$ cat config.mk
export PLATFORM = sky130hd
export DESIGN_NAME = uart_echo_fifo
export DESIGN_NICKNAME = d
export VERILOG_FILES = /design/src/rtl/uart_echo_fifo.sv
export SDC_FILE = /design/constraint.sdc
export NUM_CORES = 1
export LEC_CHECK = 0
export ABC_AREA = 1
export BUFFER_PORTS_ARGS = -buffer_cell sky130_fd_sc_hd__buf_4
export CAP_MARGIN = 10
export CORE_ASPECT_RATIO = 1.4
export CORE_MARGIN = 4
export CORE_UTILIZATION = 55
export CTS_CLUSTER_SIZE = 14
export DETAILED_ROUTE_END_ITERATION = 6
export PLACE_DENSITY = 0.7
export SYNTH_ARGS = -nofsm -noshare
export SYNTH_HDL_FRONTEND = slang
export SYNTH_SLANG_ARGS = --single-unit
$ cat constraint.sdc
create_clock -name i_clk -period 2.1 [get_ports i_clk]
set_input_delay 0.42 -clock i_clk [delete_from_list [all_inputs] [get_ports i_clk]]
set_output_delay 0.42 -clock i_clk [all_outputs]
set_load 0.01 [all_outputs]
$ cat src/rtl/uart_echo_fifo.sv
// UART echo path: RX characters are queued in a FIFO and replayed to the TX side in order.
// Overflowing characters are dropped and tallied by a sticky flag and a saturating counter.
module uart_echo_fifo #(
  parameter int P_DATA_WIDTH = 8,
  parameter int P_FIFO_DEPTH = 16,
  parameter int P_CNT_W      = 8
) (
  input  logic                            i_clk,
  input  logic                            i_rst_n,
  input  logic [P_DATA_WIDTH-1:0]         i_user_rx_data,
  input  logic                            i_user_rx_valid,
  output logic [P_DATA_WIDTH-1:0]         o_user_tx_data,
  output logic                            o_user_tx_valid,
  input  logic                            i_user_tx_ready,
  output logic [$clog2(P_FIFO_DEPTH):0]   o_fifo_count,
  output logic                            o_overflow,
  output logic [P_CNT_W-1:0]              o_drop_cnt
);

  localparam int AW = $clog2(P_FIFO_DEPTH);
  localparam int CW = AW + 1;
  localparam logic [CW-1:0] L_FULL = CW'(P_FIFO_DEPTH);

  typedef enum logic [1:0] {S_IDLE, S_FETCH, S_SEND} state_t;

  state_t                  state;
  logic [P_DATA_WIDTH-1:0] mem [P_FIFO_DEPTH];
  logic [AW-1:0]           wr_ptr;
  logic [AW-1:0]           rd_ptr;
  logic [CW-1:0]           count;

  logic do_wr, do_drop, do_rd;

  // Full is judged on the registered count, so a same-cycle fetch never frees a slot early.
  assign do_wr   = i_user_rx_valid && (count != L_FULL);
  assign do_drop = i_user_rx_valid && (count == L_FULL);
  assign do_rd   = (state == S_FETCH);

  assign o_fifo_count = count;

  always_ff @(posedge i_clk) begin
    if (do_wr) mem[wr_ptr] <= i_user_rx_data;
  end

  always_ff @(posedge i_clk or negedge i_rst_n) begin
    if (!i_rst_n) begin
      state           <= S_IDLE;
      wr_ptr          <= '0;
      rd_ptr          <= '0;
      count           <= '0;
      o_user_tx_data  <= '0;
      o_user_tx_valid <= 1'b0;
      o_overflow      <= 1'b0;
      o_drop_cnt      <= '0;
    end else begin
      if (do_wr) wr_ptr <= wr_ptr + AW'(1);

      case ({do_wr, do_rd})
        2'b10:   count <= count + CW'(1);
        2'b01:   count <= count - CW'(1);
        default: ;
      endcase

      if (do_drop) begin
        o_overflow <= 1'b1;
        if (o_drop_cnt != '1) o_drop_cnt <= o_drop_cnt + P_CNT_W'(1);
      end

      case (state)
        S_IDLE: begin
          if (count != '0) state <= S_FETCH;
        end
        S_FETCH: begin
          o_user_tx_data  <= mem[rd_ptr];
          o_user_tx_valid <= 1'b1;
          rd_ptr          <= rd_ptr + AW'(1);
          state           <= S_SEND;
        end
        S_SEND: begin
          if (i_user_tx_ready) begin
            o_user_tx_valid <= 1'b0;
            state           <= S_IDLE;
          end
        end
        default: state <= S_IDLE;
      endcase
    end
  end

endmodule

# After elaboration in Yosys (flattened, before gate mapping)
# Memories as Yosys holds them, arrays and structs flattened. A register that Yosys moved wholly into a read port is not among the register bits.
# Cells that the tools add are included.
[classes]
n_reduce_logical = 10
n_eq_ne = 9
n_addsub = 5
muxes = 8
[op_table]
columns = ["op", "n"]
rows = [
  ["$pmux W5 S2", 1],
  ["$add A4 B1 Y4 const B", 2],
  ["$add A8 B1 Y8 const B", 1],
  ["$ne A8 B8 Y1 const B", 1],
  ["$pmux W2 S3", 1],
  ["$reduce_and A2 Y1", 3],
  ["$add A5 B1 Y5 const B", 1],
  ["$eq A5 B5 Y1 const B", 1],
  ["$ne A5 B5 Y1 const B", 1],
  ["$reduce_bool A5 Y1", 1],
  ["$sub A5 B1 Y5 const B", 1],
  ["$eq A2 B1 Y1 const B", 2],
  ["$eq A2 B2 Y1 const B", 2],
  ["$mux W2", 2],
  ["$ne A2 B2 Y1 const B", 2],
  ["$reduce_bool A2 Y1", 2],
  ["$mux W1", 3],
  ["$logic_and A1 B1 Y1", 2],
  ["$logic_not A2 Y1", 1],
  ["$pmux W1 S2", 1],
  ["$logic_not A1 Y1", 1],
]
[word_totals]
ramBits = 128
regBits = 25
n_memories = 1
output_inout_bits = 23
elab_cells = 40
[mem_list]
columns = ["name", "words", "width", "read_ports", "rd_ports_with_merged_regs", "wr", "line_no", "source"]
rows = [
  ["mem", 16, 8, 1, 1, 1, "27", "logic [P_DATA_WIDTH-1:0] mem [P_FIFO_DEPTH];"],
]

# Depth between registers and ports, before layout
[depth]
ltp_word = 4
ltp_mapped = 15
depth_no_buf = 15

# Worst setup path before layout
# OpenSTA, ideal clock, no wires.
[synth_timing]
path_kind = "register to register"
start = "register count[0] (netlist: o_fifo_count[0])"
end = "register count[4] (netlist: o_fifo_count[4])"
period_less_slack_ps = 1963
stages_incl_launch_ff = 16
setup_slack_ps = 137
setup_ps = 65
t_arrival_ps = 1898
path_cell_list = "dfrtp_1 > nor2_1 > nand3_1 > inv_1 > nand2_1 > nand2_1 > ha_1 > xor2_1 > ha_1 > inv_1 > nand2_1 > nand3_1 > nand2_1 > xor2_1 > nand2_1 > nand2_1"
[synth_between]
elab_chain_cells = 4
word_cells_on_any_way = 8
cone_classes = "add/sub: 2; eq/ne: 3; mux: 1; reduce/logical: 2"
[synth_lines]
columns = ["item", "line_no", "source"]
rows = [
  ["start, declared", "30", "logic [CW-1:0] count;"],
  ["start signal, assigned", "59", "2'b10: count <= count + CW'(1);"],
  ["start signal, assigned", "60", "2'b01: count <= count - CW'(1);"],
  ["parallel branches: the longest is 4 deep, another holds $sub A5 B1 Y5", "-", ""],
]
# Parallel ways; which one is timed is not known.
# A chain may end at the register's enable or synchronous reset.

# Worst setup path after layout
[layout_timing]
start = "register count[2] (netlist: o_fifo_count[2])"
end = "register count[3] (netlist: o_fifo_count[3])"
# The elaborated chain is that of the path after synthesis.

==> flow_metrics.env <==
export IMPL_outcome="completed"
export IMPL_hold_path_end="state[1]$_DFFE_PN0P_"
export IMPL_port_buffers=34
export IMPL_hold_path_startpoint="i_user_tx_ready"
export IMPL_synth_seq_cells=161
export IMPL_cp_required_ns=2.41
export IMPL_clkTransAtPathRegs_ns=0.06
export IMPL_yosys_area_top_type="edfxtp_1"
export IMPL_r2r_end="o_fifo_count[3]$_DFFE_PN0P_"
export IMPL_dieArea_um2=14300
export IMPL_max_slew_margin_pct=58.1
export IMPL_p_total_uw=11500
export IMPL_ys_types=25
export IMPL_dp_cells=816
export IMPL_row_count=47
export IMPL_avgRoutedWirePerCell_um=18.3
export IMPL_synth_cell_area_um2=6830
export IMPL_remaining_drc_errors=0
export IMPL_postPlaceCellArea_um2=7380
export IMPL_synth_top_area_share_pct=56.3
export IMPL_drive_gt1_share_pct=17.0
export IMPL_holdPathStages=2
export IMPL_n_antenna_cell=0
export IMPL_routed_wirelength_um=15600
export IMPL_final_hold_violation_count=0
export IMPL_fin_area_um2=8090
export IMPL_cts_inserted_buffers=17
export IMPL_reg2reg_depth=13
export IMPL_synth_nets=651
export IMPL_synth_area_leaders="edfxtp_1, nand2_1, dfrtp_1"
export IMPL_endpoint_kind="flip-flop"
export IMPL_path_class="reg2reg"
export IMPL_synth_seq_area_share_pct=68.4
export IMPL_reg2reg_from="o_fifo_count[2]$_DFFE_PN0P_"
export IMPL_synthCells=629
export IMPL_first_global_vias=4761
export IMPL_stdcell_count=854
export IMPL_areaGrowthSynthToFinish_pct=18.5
export IMPL_worst_slew_pin_slew_ns=0.624
export IMPL_startpoint_type="flip-flop"
export IMPL_fin_crit_sh_pct=98.0
export IMPL_start_util_pct=56.9
export IMPL_firstDrtPassIters=5
export IMPL_die_x_um=102
export IMPL_holdWs_ns=0.216
export IMPL_drt_iter0_markers=347
export IMPL_overflow=0
export IMPL_hold_class="in2reg"
export IMPL_path_max_fanout=4
export IMPL_final_max_slew_violation_count=0
export IMPL_htree_levels=4
export IMPL_pre_cts_ws_ns=0.00414
export IMPL_r2r_slack_ns=0.04
export IMPL_fmax_mhz=486
export IMPL_dieHeight_um=140
export IMPL_powerDensity_nw_per_um2=1420
export IMPL_crit_slowest_cell="dfrtp_1"
export IMPL_vias_per_cell=5.57
export IMPL_p_leak_uw=0.00335
export IMPL_nets=716
export IMPL_crit_path_max_incr_delay_ns=0.43
export IMPL_fin_ws_ns=0.0421
export IMPL_drtAntennaViolNets=0
export IMPL_via_count=4759
export IMPL_yosysWarnings=0
export IMPL_maxCapViolCount=0
export IMPL_cts_tree="built"
export IMPL_crit_arrival_ns=2.37
export IMPL_io_pins=35
export IMPL_antenna_found_initial=0
export IMPL_crit_chain="inv_2 -> nand3_2 -> inv_2 -> nand2_2 -> nand2_2 -> buf_4 -> ha_1 -> nand2_1 -> inv_1 -> a21boi_0 -> nand3_1 -> nand3_1 -> nand2_1"
export IMPL_gp_congestion=0.847
export IMPL_synth_area_per_cell_um2=10.9
export IMPL_dpl_hpwl_um=10200
export IMPL_setup_viol=0
export IMPL_grt_pass1_wl_um=24700
export IMPL_cts_sinks=161
export IMPL_core_area_um2=12000
export IMPL_cts_buffer_depth=2
export IMPL_ir_worst_vdd_mv=1.02
export IMPL_track_usage_pct=23.2
export IMPL_root_buffer="clkbuf_16"
export IMPL_insertion_delay_ns=0.42
export IMPL_fin_crit_ns=2.06
export IMPL_grt_max_degree=51
export IMPL_clock_skew_final_ns=0.00603
[layout make-up]
type / instances / area (um2)
flip-flops and latches: 161 / 4670
fillers: 900 / 3900
multi-input cells: 415 / 1950
repair buffers: 71 / 561
clock buffers: 19 / 433
clock inverters: 13 / 185
well taps: 147 / 184
inverters: 28 / 105
[worst max path at each step]
stage | slack, ns | cells past startpoint | endpoint | start
2_1_floorplan | 0.14 | 15 | o_fifo_count[4]$_DFFE_PN0P_ | o_fifo_count[0]$_DFFE_PN0P_
3_3_place_gp | 0.15 | 15 | o_fifo_count[4]$_DFFE_PN0P_ | o_fifo_count[3]$_DFFE_PN0P_
3_5_place_dp | 0.004 | 15 | o_fifo_count[4]$_DFFE_PN0P_ | o_fifo_count[3]$_DFFE_PN0P_
4_1_cts | 0.002 | 15 | o_fifo_count[4]$_DFFE_PN0P_ | o_fifo_count[3]$_DFFE_PN0P_
5_1_grt | -0.03 | 13 | o_fifo_count[3]$_DFFE_PN0P_ | o_fifo_count[3]$_DFFE_PN0P_
6_report | 0.04 | 13 | o_fifo_count[3]$_DFFE_PN0P_ | o_fifo_count[2]$_DFFE_PN0P_
[kinds of logic after synthesis]
logic type	Yosys count	share of synthesized area [%]
simple gates	376	23.0
fa+ha+maj	10	1.83
flops	161	68.4
buf+inv	53	3.72
xor+xnor	15	1.92
compound gates	14	1.10
[registers in the layout, indices dropped and copies added (netlist names)]
| register | count |
|---|---|
| o_user_tx_valid | 1 |
| o_user_tx_data | 8 |
| o_drop_cnt | 8 |
| o_fifo_count | 5 |
| state | 2 |
| mem | 128 |
| o_overflow | 1 |
| rd_ptr | 4 |
| wr_ptr | 4 |
[cell usage in the layout (no fill, tap or decap), types with 4 or more instances in the layout]
master,netlist,layout
xor2_1,11,10
nand3_1,105,103
nor2_1,21,18
clkbuf_16,0,17
bufinv_16,0,4
nand4_1,5,5
dfrtp_1,33,31
o21ai_0,11,11
xnor2_1,4,4
edfxtp_1,128,128
inv_1,23,21
ha_1,10,8
inv_2,2,4
nand2_1,241,237
nand2_2,1,5
clkinv_1,3,4
nor2_2,1,4
buf_4,2,68
[critical path: cells and delay by family, from the launching register on]
family,cells,cell delay (ns)
AND/OR/NAND/NOR,7,0.62
flip-flops,1,0.43
AO/OA/AOI/OAI,1,0.34
buffers and inverters,4,0.32
adder cells (fa/ha/maj),1,0.24
[timing repair]
action                                  4_1_cts  5_1_grt
pin swaps                                     1        7
setup buffers                                 0        5
endpoints found under the setup margin        1      111
hold endpoints to repair                     33        0
gates resized for setup                       2       14
hold buffers                                  1        0
[metal layers]
metal | vias up | wire [um] | global-route usage (%)
met1 | 2303 | 5790 | 26.6
met3 | 35 | 797 | 5.21
met5 | - | 0 | 0
li1 | 2249 | - | -
met2 | 172 | 8580 | 41.8
met4 | 0 | 475 | 8.29
[cells in the mapped netlist]
cell      number
a21boi_0       1
a21oi_1        1
buf_1          1
buf_2         14
buf_4          2
buf_6          4
clkbuf_1       4
clkinv_1       3
dfrtp_1       33
edfxtp_1     128
ha_1          10
inv_1         23
inv_2          2
nand2_1      241
nand2_2        1
nand3_1      105
nand3b_1       1
nand4_1        5
nor2_1        21
nor2_2         1
nor2_4         1
o21ai_0       11
o21bai_1       1
xnor2_1        4
xor2_1        11
[power by group]
part | switching [uW] | internal, uW | total, uW
clock | 1230 | 1990 | 3220
combinational | 2680 | 1410 | 4090
sequential | 272 | 3950 | 4220
total | 4180 | 7350 | 11500
[per-stage QoR]
stage	setup TNS, ns	util [%]
2_1_floorplan	0	-
3_3_place_gp	0	61.5
3_5_place_dp	0	61.5
4_1_cts	0	66.8
5_1_grt	-0.0642	67.5
6_report	0	67.5
Note: power is estimated with default switching activity, not from simulation.
